<file path="config.mk">
export PLATFORM = sky130hd
export DESIGN_NAME = l1_write_buffer_flat
export DESIGN_NICKNAME = d
export VERILOG_FILES = /design/src/rtl/l1_write_buffer_pkg.sv /design/src/rtl/generic_bus_if.sv /design/src/rtl/wb_fifo.sv /design/src/rtl/l1_write_buffer.sv /design/src/flat_wrapper.sv
export SDC_FILE = /design/constraint.sdc
export NUM_CORES = 1
export LEC_CHECK = 0
export BUFFER_PORTS_ARGS = -buffer_cell sky130_fd_sc_hd__buf_4
export CAP_MARGIN = 25
export CORE_AREA = 2 2 216 240
export CTS_CLUSTER_SIZE = 20
export DETAILED_ROUTE_END_ITERATION = 7
export DIE_AREA = 0 0 218 242
export GPL_TIMING_DRIVEN = 0
export PLACE_DENSITY = 0.7
export SYNTH_ARGS = -nofsm -noshare
export SYNTH_HDL_FRONTEND = slang
export SYNTH_SLANG_ARGS = --single-unit
</file>
<file path="constraint.sdc">
create_clock -name CLK -period 20.5 [get_ports CLK]
set_clock_uncertainty 0.2 [all_clocks]
set_input_delay 4.1 -clock CLK [delete_from_list [all_inputs] [get_ports CLK]]
set_output_delay 4.1 -clock CLK [all_outputs]
set_load 0.01 [all_outputs]
</file>
<file path="src/rtl/l1_write_buffer_pkg.sv">
// Shared types for the L1 posted-write buffer: entry layout and downstream FSM states.
package l1_write_buffer_pkg;

    localparam int ADDR_W  = 32;
    localparam int DATA_W  = 32;
    localparam int BE_W    = 4;
    localparam int WADDR_W = ADDR_W - 2;

    typedef struct packed {
        logic               valid;
        logic [WADDR_W-1:0] addr;
        logic [DATA_W-1:0]  data;
        logic [BE_W-1:0]    be;
    } wb_entry_t;

    typedef enum logic [1:0] {
        IDLE  = 2'd0,
        DRAIN = 2'd1,
        READ  = 2'd2,
        PASS  = 2'd3
    } wb_state_t;

endpackage

</file>
<file path="src/rtl/generic_bus_if.sv">
// Simple single-beat memory bus: requester drives addr/wdata/ren/wen/byte_en, responder drives rdata/busy.
interface generic_bus_if;
    logic [31:0] addr;
    logic [31:0] wdata;
    logic [31:0] rdata;
    logic        ren;
    logic        wen;
    logic        busy;
    logic [3:0]  byte_en;

    modport generic_bus (
        input  addr, wdata, ren, wen, byte_en,
        output rdata, busy
    );

    modport cpu (
        output addr, wdata, ren, wen, byte_en,
        input  rdata, busy
    );
endinterface

</file>
<file path="src/rtl/wb_fifo.sv">
// Circular store of posted writes with head/tail/count and a youngest-first address match.
// Push is ignored by construction when full; the caller only pops a non-empty buffer.
module wb_fifo
    import l1_write_buffer_pkg::*;
#(
    parameter int unsigned DEPTH = 4
) (
    input  logic               clk_i,
    input  logic               rst_i,
    input  logic               push_i,
    input  wb_entry_t          push_entry_i,
    input  logic               pop_i,
    input  logic [WADDR_W-1:0] lookup_addr_i,
    output wb_entry_t          head_o,
    output logic               full_o,
    output logic               empty_o,
    output logic               match_o,
    output logic               match_full_o,
    output logic [DATA_W-1:0]  match_data_o
);

    localparam int PW = $clog2(DEPTH);
    localparam int CW = PW + 1;

    wb_entry_t      mem_q [DEPTH];
    logic [PW-1:0]  head_q, tail_q;
    logic [CW-1:0]  count_q;
    logic [PW-1:0]  idx;

    always_ff @(posedge clk_i or posedge rst_i) begin
        if (rst_i) begin
            head_q  <= '0;
            tail_q  <= '0;
            count_q <= '0;
            for (int i = 0; i < DEPTH; i++) mem_q[i] <= '0;
        end else begin
            if (push_i) begin
                mem_q[tail_q] <= push_entry_i;
                tail_q        <= tail_q + 1'b1;
            end
            if (pop_i) begin
                mem_q[head_q].valid <= 1'b0;
                head_q              <= head_q + 1'b1;
            end
            count_q <= count_q + CW'(push_i) - CW'(pop_i);
        end
    end

    assign head_o  = mem_q[head_q];
    assign full_o  = (count_q == CW'(DEPTH));
    assign empty_o = (count_q == '0);

    // Walk oldest to youngest so the last hit (the youngest) wins.
    always_comb begin
        match_o      = 1'b0;
        match_full_o = 1'b0;
        match_data_o = '0;
        idx          = '0;
        for (int i = 0; i < DEPTH; i++) begin
            idx = head_q + PW'(i);
            if (mem_q[idx].valid && (mem_q[idx].addr == lookup_addr_i)) begin
                match_o      = 1'b1;
                match_full_o = (mem_q[idx].be == 4'hF);
                match_data_o = mem_q[idx].data;
            end
        end
    end

endmodule

</file>
<file path="src/rtl/l1_write_buffer.sv">
// Posted-write buffer between the L1 cache and memory: cacheable writes complete in 0 cycles,
// full-word read hits forward, other reads/non-cacheable/flush wait on the background drain FSM.
module l1_write_buffer
    import l1_write_buffer_pkg::*;
#(
    parameter int unsigned DEPTH               = 4,
    parameter logic [31:0] NONCACHE_START_ADDR = 32'h8000_0000
) (
    input  logic               CLK,
    input  logic               RST,
    generic_bus_if.generic_bus cache_bus,
    generic_bus_if.cpu         mem_bus,
    input  logic               flush,
    output logic               flush_done
);

    wb_state_t         state_q, state_d;
    logic              flush_seen_q, flush_seen_d;
    logic              push, pop;
    logic              full, empty, match, match_full;
    logic [DATA_W-1:0] match_data;
    wb_entry_t         head, push_entry;
    logic              up_nc, up_wr, up_rd;

    // ren+wen together is treated as a write.
    assign up_nc = (cache_bus.ren || cache_bus.wen) && (cache_bus.addr >= NONCACHE_START_ADDR);
    assign up_wr = cache_bus.wen && !up_nc;
    assign up_rd = cache_bus.ren && !cache_bus.wen && !up_nc;

    assign push_entry = '{valid: 1'b1, addr: cache_bus.addr[31:2],
                          data: cache_bus.wdata, be: cache_bus.byte_en};

    wb_fifo #(.DEPTH(DEPTH)) u_fifo (
        .clk_i        (CLK),
        .rst_i        (RST),
        .push_i       (push),
        .push_entry_i (push_entry),
        .pop_i        (pop),
        .lookup_addr_i(cache_bus.addr[31:2]),
        .head_o       (head),
        .full_o       (full),
        .empty_o      (empty),
        .match_o      (match),
        .match_full_o (match_full),
        .match_data_o (match_data)
    );

    always_ff @(posedge CLK or posedge RST) begin
        if (RST) begin
            state_q      <= IDLE;
            flush_seen_q <= 1'b0;
        end else begin
            state_q      <= state_d;
            flush_seen_q <= flush_seen_d;
        end
    end

    always_comb begin
        state_d           = state_q;
        flush_seen_d      = flush_seen_q && flush;
        flush_done        = 1'b0;
        push              = 1'b0;
        pop               = 1'b0;
        cache_bus.busy    = 1'b1;
        cache_bus.rdata   = '0;
        mem_bus.ren       = 1'b0;
        mem_bus.wen       = 1'b0;
        mem_bus.addr      = '0;
        mem_bus.wdata     = '0;
        mem_bus.byte_en   = '0;

        // Outputs are held at their reset values while RST is high, whatever upstream drives.
        if (!RST) begin
            // Full is the registered count, so a same-cycle pop never frees the slot.
            if (up_wr && !full) begin
                push           = 1'b1;
                cache_bus.busy = 1'b0;
            end else if (up_rd && match && match_full) begin
                cache_bus.busy  = 1'b0;
                cache_bus.rdata = match_data;
            end

            unique case (state_q)
                IDLE: begin
                    if (flush && empty && !flush_seen_q) begin
                        flush_done   = 1'b1;
                        flush_seen_d = 1'b1;
                    end
                    if (up_nc && empty)                 state_d = PASS;
                    else if (up_rd && !match && !flush) state_d = READ;
                    else if (!empty)                    state_d = DRAIN;
                end
                DRAIN: begin
                    mem_bus.wen     = head.valid;
                    mem_bus.addr    = {head.addr, 2'b00};
                    mem_bus.wdata   = head.data;
                    mem_bus.byte_en = head.be;
                    if (!mem_bus.busy) begin
                        pop     = 1'b1;
                        state_d = IDLE;
                    end
                end
                READ: begin
                    mem_bus.ren  = 1'b1;
                    mem_bus.addr = cache_bus.addr;
                    if (!mem_bus.busy) begin
                        cache_bus.busy  = 1'b0;
                        cache_bus.rdata = mem_bus.rdata;
                        state_d         = IDLE;
                    end
                end
                PASS: begin
                    mem_bus.ren     = cache_bus.ren;
                    mem_bus.wen     = cache_bus.wen;
                    mem_bus.addr    = cache_bus.addr;
                    mem_bus.wdata   = cache_bus.wdata;
                    mem_bus.byte_en = cache_bus.byte_en;
                    cache_bus.busy  = mem_bus.busy;
                    cache_bus.rdata = mem_bus.rdata;
                    if (!mem_bus.busy) state_d = IDLE;
                end
                default: state_d = IDLE;
            endcase
        end
    end

endmodule

</file>
<file path="src/flat_wrapper.sv">
// flat-port wrapper written by rule: the top's interface ports become plain ports
module l1_write_buffer_flat import l1_write_buffer_pkg::*;
#(
    parameter int unsigned DEPTH               = 4,
    parameter logic [31:0] NONCACHE_START_ADDR = 32'h8000_0000
)
  (CLK, RST, flush, flush_done, cache_bus_addr, cache_bus_wdata, cache_bus_ren, cache_bus_wen, cache_bus_byte_en, cache_bus_rdata, cache_bus_busy, mem_bus_addr, mem_bus_wdata, mem_bus_ren, mem_bus_wen, mem_bus_byte_en, mem_bus_rdata, mem_bus_busy);
  generic_bus_if cache_bus_i ();
  generic_bus_if mem_bus_i ();
  input  logic CLK;
  input  logic RST;
  input  logic flush;
  output logic flush_done;
  input wire logic [$bits(cache_bus_i.addr)-1:0] cache_bus_addr;
  input wire logic [$bits(cache_bus_i.wdata)-1:0] cache_bus_wdata;
  input wire logic [$bits(cache_bus_i.ren)-1:0] cache_bus_ren;
  input wire logic [$bits(cache_bus_i.wen)-1:0] cache_bus_wen;
  input wire logic [$bits(cache_bus_i.byte_en)-1:0] cache_bus_byte_en;
  output wire logic [$bits(cache_bus_i.rdata)-1:0] cache_bus_rdata;
  output wire logic [$bits(cache_bus_i.busy)-1:0] cache_bus_busy;
  output wire logic [$bits(mem_bus_i.addr)-1:0] mem_bus_addr;
  output wire logic [$bits(mem_bus_i.wdata)-1:0] mem_bus_wdata;
  output wire logic [$bits(mem_bus_i.ren)-1:0] mem_bus_ren;
  output wire logic [$bits(mem_bus_i.wen)-1:0] mem_bus_wen;
  output wire logic [$bits(mem_bus_i.byte_en)-1:0] mem_bus_byte_en;
  input wire logic [$bits(mem_bus_i.rdata)-1:0] mem_bus_rdata;
  input wire logic [$bits(mem_bus_i.busy)-1:0] mem_bus_busy;
  assign cache_bus_i.addr = cache_bus_addr;
  assign cache_bus_i.wdata = cache_bus_wdata;
  assign cache_bus_i.ren = cache_bus_ren;
  assign cache_bus_i.wen = cache_bus_wen;
  assign cache_bus_i.byte_en = cache_bus_byte_en;
  assign cache_bus_rdata = cache_bus_i.rdata;
  assign cache_bus_busy = cache_bus_i.busy;
  assign mem_bus_addr = mem_bus_i.addr;
  assign mem_bus_wdata = mem_bus_i.wdata;
  assign mem_bus_ren = mem_bus_i.ren;
  assign mem_bus_wen = mem_bus_i.wen;
  assign mem_bus_byte_en = mem_bus_i.byte_en;
  assign mem_bus_i.rdata = mem_bus_rdata;
  assign mem_bus_i.busy = mem_bus_busy;
  l1_write_buffer #(.DEPTH(DEPTH), .NONCACHE_START_ADDR(NONCACHE_START_ADDR)) u_core (.CLK(CLK), .RST(RST), .cache_bus(cache_bus_i), .mem_bus(mem_bus_i), .flush(flush), .flush_done(flush_done));
endmodule
</file>
==> flow_summary.toml <==
[setup_path]
rrSetupSlack_ns = 11.92
critPathSlowestCell = "a222oi_1"
path_cells = "buf_6 > buf_6 > inv_1 > buf_2 > buf_2 > clkbuf_1 > buf_2 > ha_1 > buf_6 > buf_4 > mux2_2 > a221oi_1 > nand2_1 > a222oi_1 > nand4_1 > o211ai_1 > a21boi_1 > o211ai_1 > buf_2 > o21ai_1 > buf_4"
worstPathMaxFanout = 11
start_kind = "flip-flop"
critPathMaxStageDelay_ns = 0.86
worstSetupPathType = "reg -> out"
worstSetupEndpointType = "output port"
worst_ep_arrival_time_ns = 9.42
cpMostUsedCell = "buf_2"
required_ns = 16.20

[synthesis]
synth_edf_count = 0
synth-async-reset-ratio_pct = 100
synth.avg_cell_area_um2 = 11.5
synth_flop_cell = "dfrtp_1"
synthSimpleGateAreaFrac_pct = 10.6
netlist.area_leader.share_pct = 31.0
synth_fa_ha_area_share_pct = 0.647
yosysUniqueCellTypes = 75
synthesis.nets = 2067
yosys_warnings = 0
yosys_register_bits = 278
yosys-top-cells-area = "dfrtp_1, mux4_2, mux2_2"
syn_inst = 1950
synthesis.area_um2 = 22400
synth-xor-area-share_pct = 3.51
ys_seq_area_share_pct = 31.0
synth_mux_area_share_pct = 41.2
yosys.area.top_type = "dfrtp_1"
synth_top_family_by_area = "multiplexers"
synth-compound-area-share_pct = 8.40

[power_and_ir_drop]
p_leak_nw = 10.4
peakVddDrop_v = 0.000108
power-per-cell-area_nw_per_um2 = 196

[clock_network]
numCtsBuffers = 35
htree_levels = 2
cts_resized = 0
postCtsSetupBuffers = 0
cts_tree = "yes"
cts.sinks = 278
clkSlewWorstSetupHoldPaths_ns = 0.06
worstSkewPairLatency_ns = 0.57
clk_path_buf_depth = 3
hold_buffers = 0
clock-root-buffer = "clkbuf_16"

[die]
coreArea_um2 = 50500
std_cell_rows = 87
io_pins = 210
die_h_um = 242
die_w_um = 218
dieArea_um2 = 52800
start_util_pct = 44.4

[detailed_routing]
topRoutingLayerUsed = "met5"
finalWirelength_um = 100000
wirelength_met1_um = 35400
via_per_inst = 6.98
met3WireLength_um = 9630
vias = 20136
drc = 0
firstDrtPassIters = 6
ant_nets = 0
met2_length_um = 46900
wl_per_cell_um = 34.7
drt_iter0_markers = 2808

[placed_design]
dp_hpwl_um = 74000
gp_congestion = 1.09
place_ws_ns = 7.26
io_buffers = 196

[global_route]
grt_usage_pct = 37.6
antenna_found_initial = 2
grt_pass1_wl_um = 144000
grt_overflow = 0
grt_pass1_vias = 20421
grt_max_degree = 133

[sta]
max_freq_mhz = 72.9
relSlewSlack_pct = 20.2
slew_violations = 0
period_needed_ns = 13.72
setup_viol = 0
finalHoldViolations = 0
rsz0062_at_grt = "false"
layout_setup_ws_ns = 6.78
worst_pin_slew_ns = 1.20
tns_ns = 0
finalCritPeriodShare_pct = 66.9
holdWs_ns = 0.290

[worst_hold_path]
hold_class = "reg -> reg"

[layout]
area_delta_synth_final_pct = 16.1
final_nets = 2309
drive_gt1_share_pct = 37.4

[job]
cap_violations = 0

[status]
status = "complete, no violations"
-- cells by family (layout without fill, tap and decap cells) --
family,Yosys count,count (layout)
multiplexers,625,625
AND/OR/NAND/NOR,470,470
flip-flops,278,278
AO/OA/AOI/OAI,258,258
buffers and inverters,218,484
XOR/XNOR,90,90
adder cells (fa/ha/maj),11,11
other,0,3
-- final timing paths --
path / depth (start not counted) / endpoint / from
min in group asynchronous: 2 / u_core.state_q[1] / RST
setup / recovery: 21 / cache_bus_rdata[27] / u_core.u_fifo.head_q[0]
hold / removal: 1 / u_core.flush_seen_q / u_core.flush_seen_q
max in group asynchronous: 4 / async pin / RST
setup reg to reg: 23 / u_core.state_q[0] / u_core.u_fifo.head_q[0]
hold reg to reg: 1 / u_core.flush_seen_q / u_core.flush_seen_q
-- layout by cell type, fill, tap and decap left out, types with 32 or more instances in the layout --
cell / n
dfrtp_1: 278
mux2_2: 277
buf_4: 220
mux4_2: 210
nand2_1: 150
mux2i_1: 135
clkbuf_1: 107
nor2_1: 80
xnor2_1: 75
nor4_1: 53
buf_2: 41
o211ai_1: 41
nor3_1: 40
clkbuf_16: 36
o21ai_1: 35
o21ai_0: 34
a311o_1: 32
-- synth_stat cells, types with 4 or more instances --
cell	instances
a311o_1	32
o32ai_1	4
o2111ai_1	6
mux2_2	277
buf_1	22
and4_1	4
nand3_1	22
o21ai_1	35
nand4_1	26
buf_2	41
nand2_1	150
mux2i_1	135
nor3_1	40
buf_4	23
o22ai_1	12
a32o_1	6
nand3b_1	5
nand2b_1	23
or4_1	6
o211ai_1	41
dfrtp_1	278
a211oi_1	4
and3_1	7
or3_1	5
a22oi_1	5
a31oi_1	4
and2_1	10
clkbuf_1	99
nand4b_1	4
nor2_1	80
nor4_1	53
xnor2_1	75
o2bb2ai_1	4
inv_1	22
a22o_1	21
ha_1	10
a21oi_1	19
buf_6	10
nor2b_1	17
o21ai_0	34
mux4_2	210
xor2_1	15
a2111oi_0	4
-- layout make-up --
type | count | area (um^2)
Inverter | 23 | 93.8
Buffer | 195 | 945
Clock buffer | 47 | 972
Fill cell | 4497 | 24500
Antenna cell | 3 | 7.51
Clock inverter | 14 | 178
Timing Repair Buffer | 205 | 1620
Multi-Input combinational cell | 1454 | 14400
Sequential cell | 278 | 6960
Tap cell | 667 | 835
-- worst max-delay path: cells and delay by family (launching register included) --
family	cells	cell delay (ns)
adders and majority gates	1	0.28
DFF	1	0.44
buffers and inverters	11	3.98
AOI/OAI and AO/OA	6	2.80
and+or+nand+nor	2	0.85
muxes	1	0.46
-- report_power, final --
group          total [W]  internal (W)  switching [W]
sequential       0.00116      0.000810       0.000347
combinational    0.00330       0.00150        0.00180
clock           0.000645      0.000373       0.000272
total            0.00510       0.00268        0.00242
-- layer usage --
metal	track usage, %	vias up
met2	60.2	1513
met4	25.8	2
met3	7.66	371
met5	0	-
met1	45.4	10182
li1	-	8068
-- stage by stage --
| stage | cells | area, um^2 | utilization (%) | power [W] |
|---|---|---|---|---|
| 2_1_floorplan | 1950 | 22400 | - | 0.00322 |
| 3_3_place_gp | 2813 | 24700 | 49.0 | 0.00430 |
| 3_5_place_dp | 2822 | 24900 | 49.3 | 0.00435 |
| 4_1_cts | 2883 | 26000 | 51.6 | 0.00501 |
| 5_1_grt | 2883 | 26000 | 51.6 | 0.00526 |
| 6_report | 2886 | 26000 | 51.6 | 0.00510 |
Power figures use the tool's default switching activity.
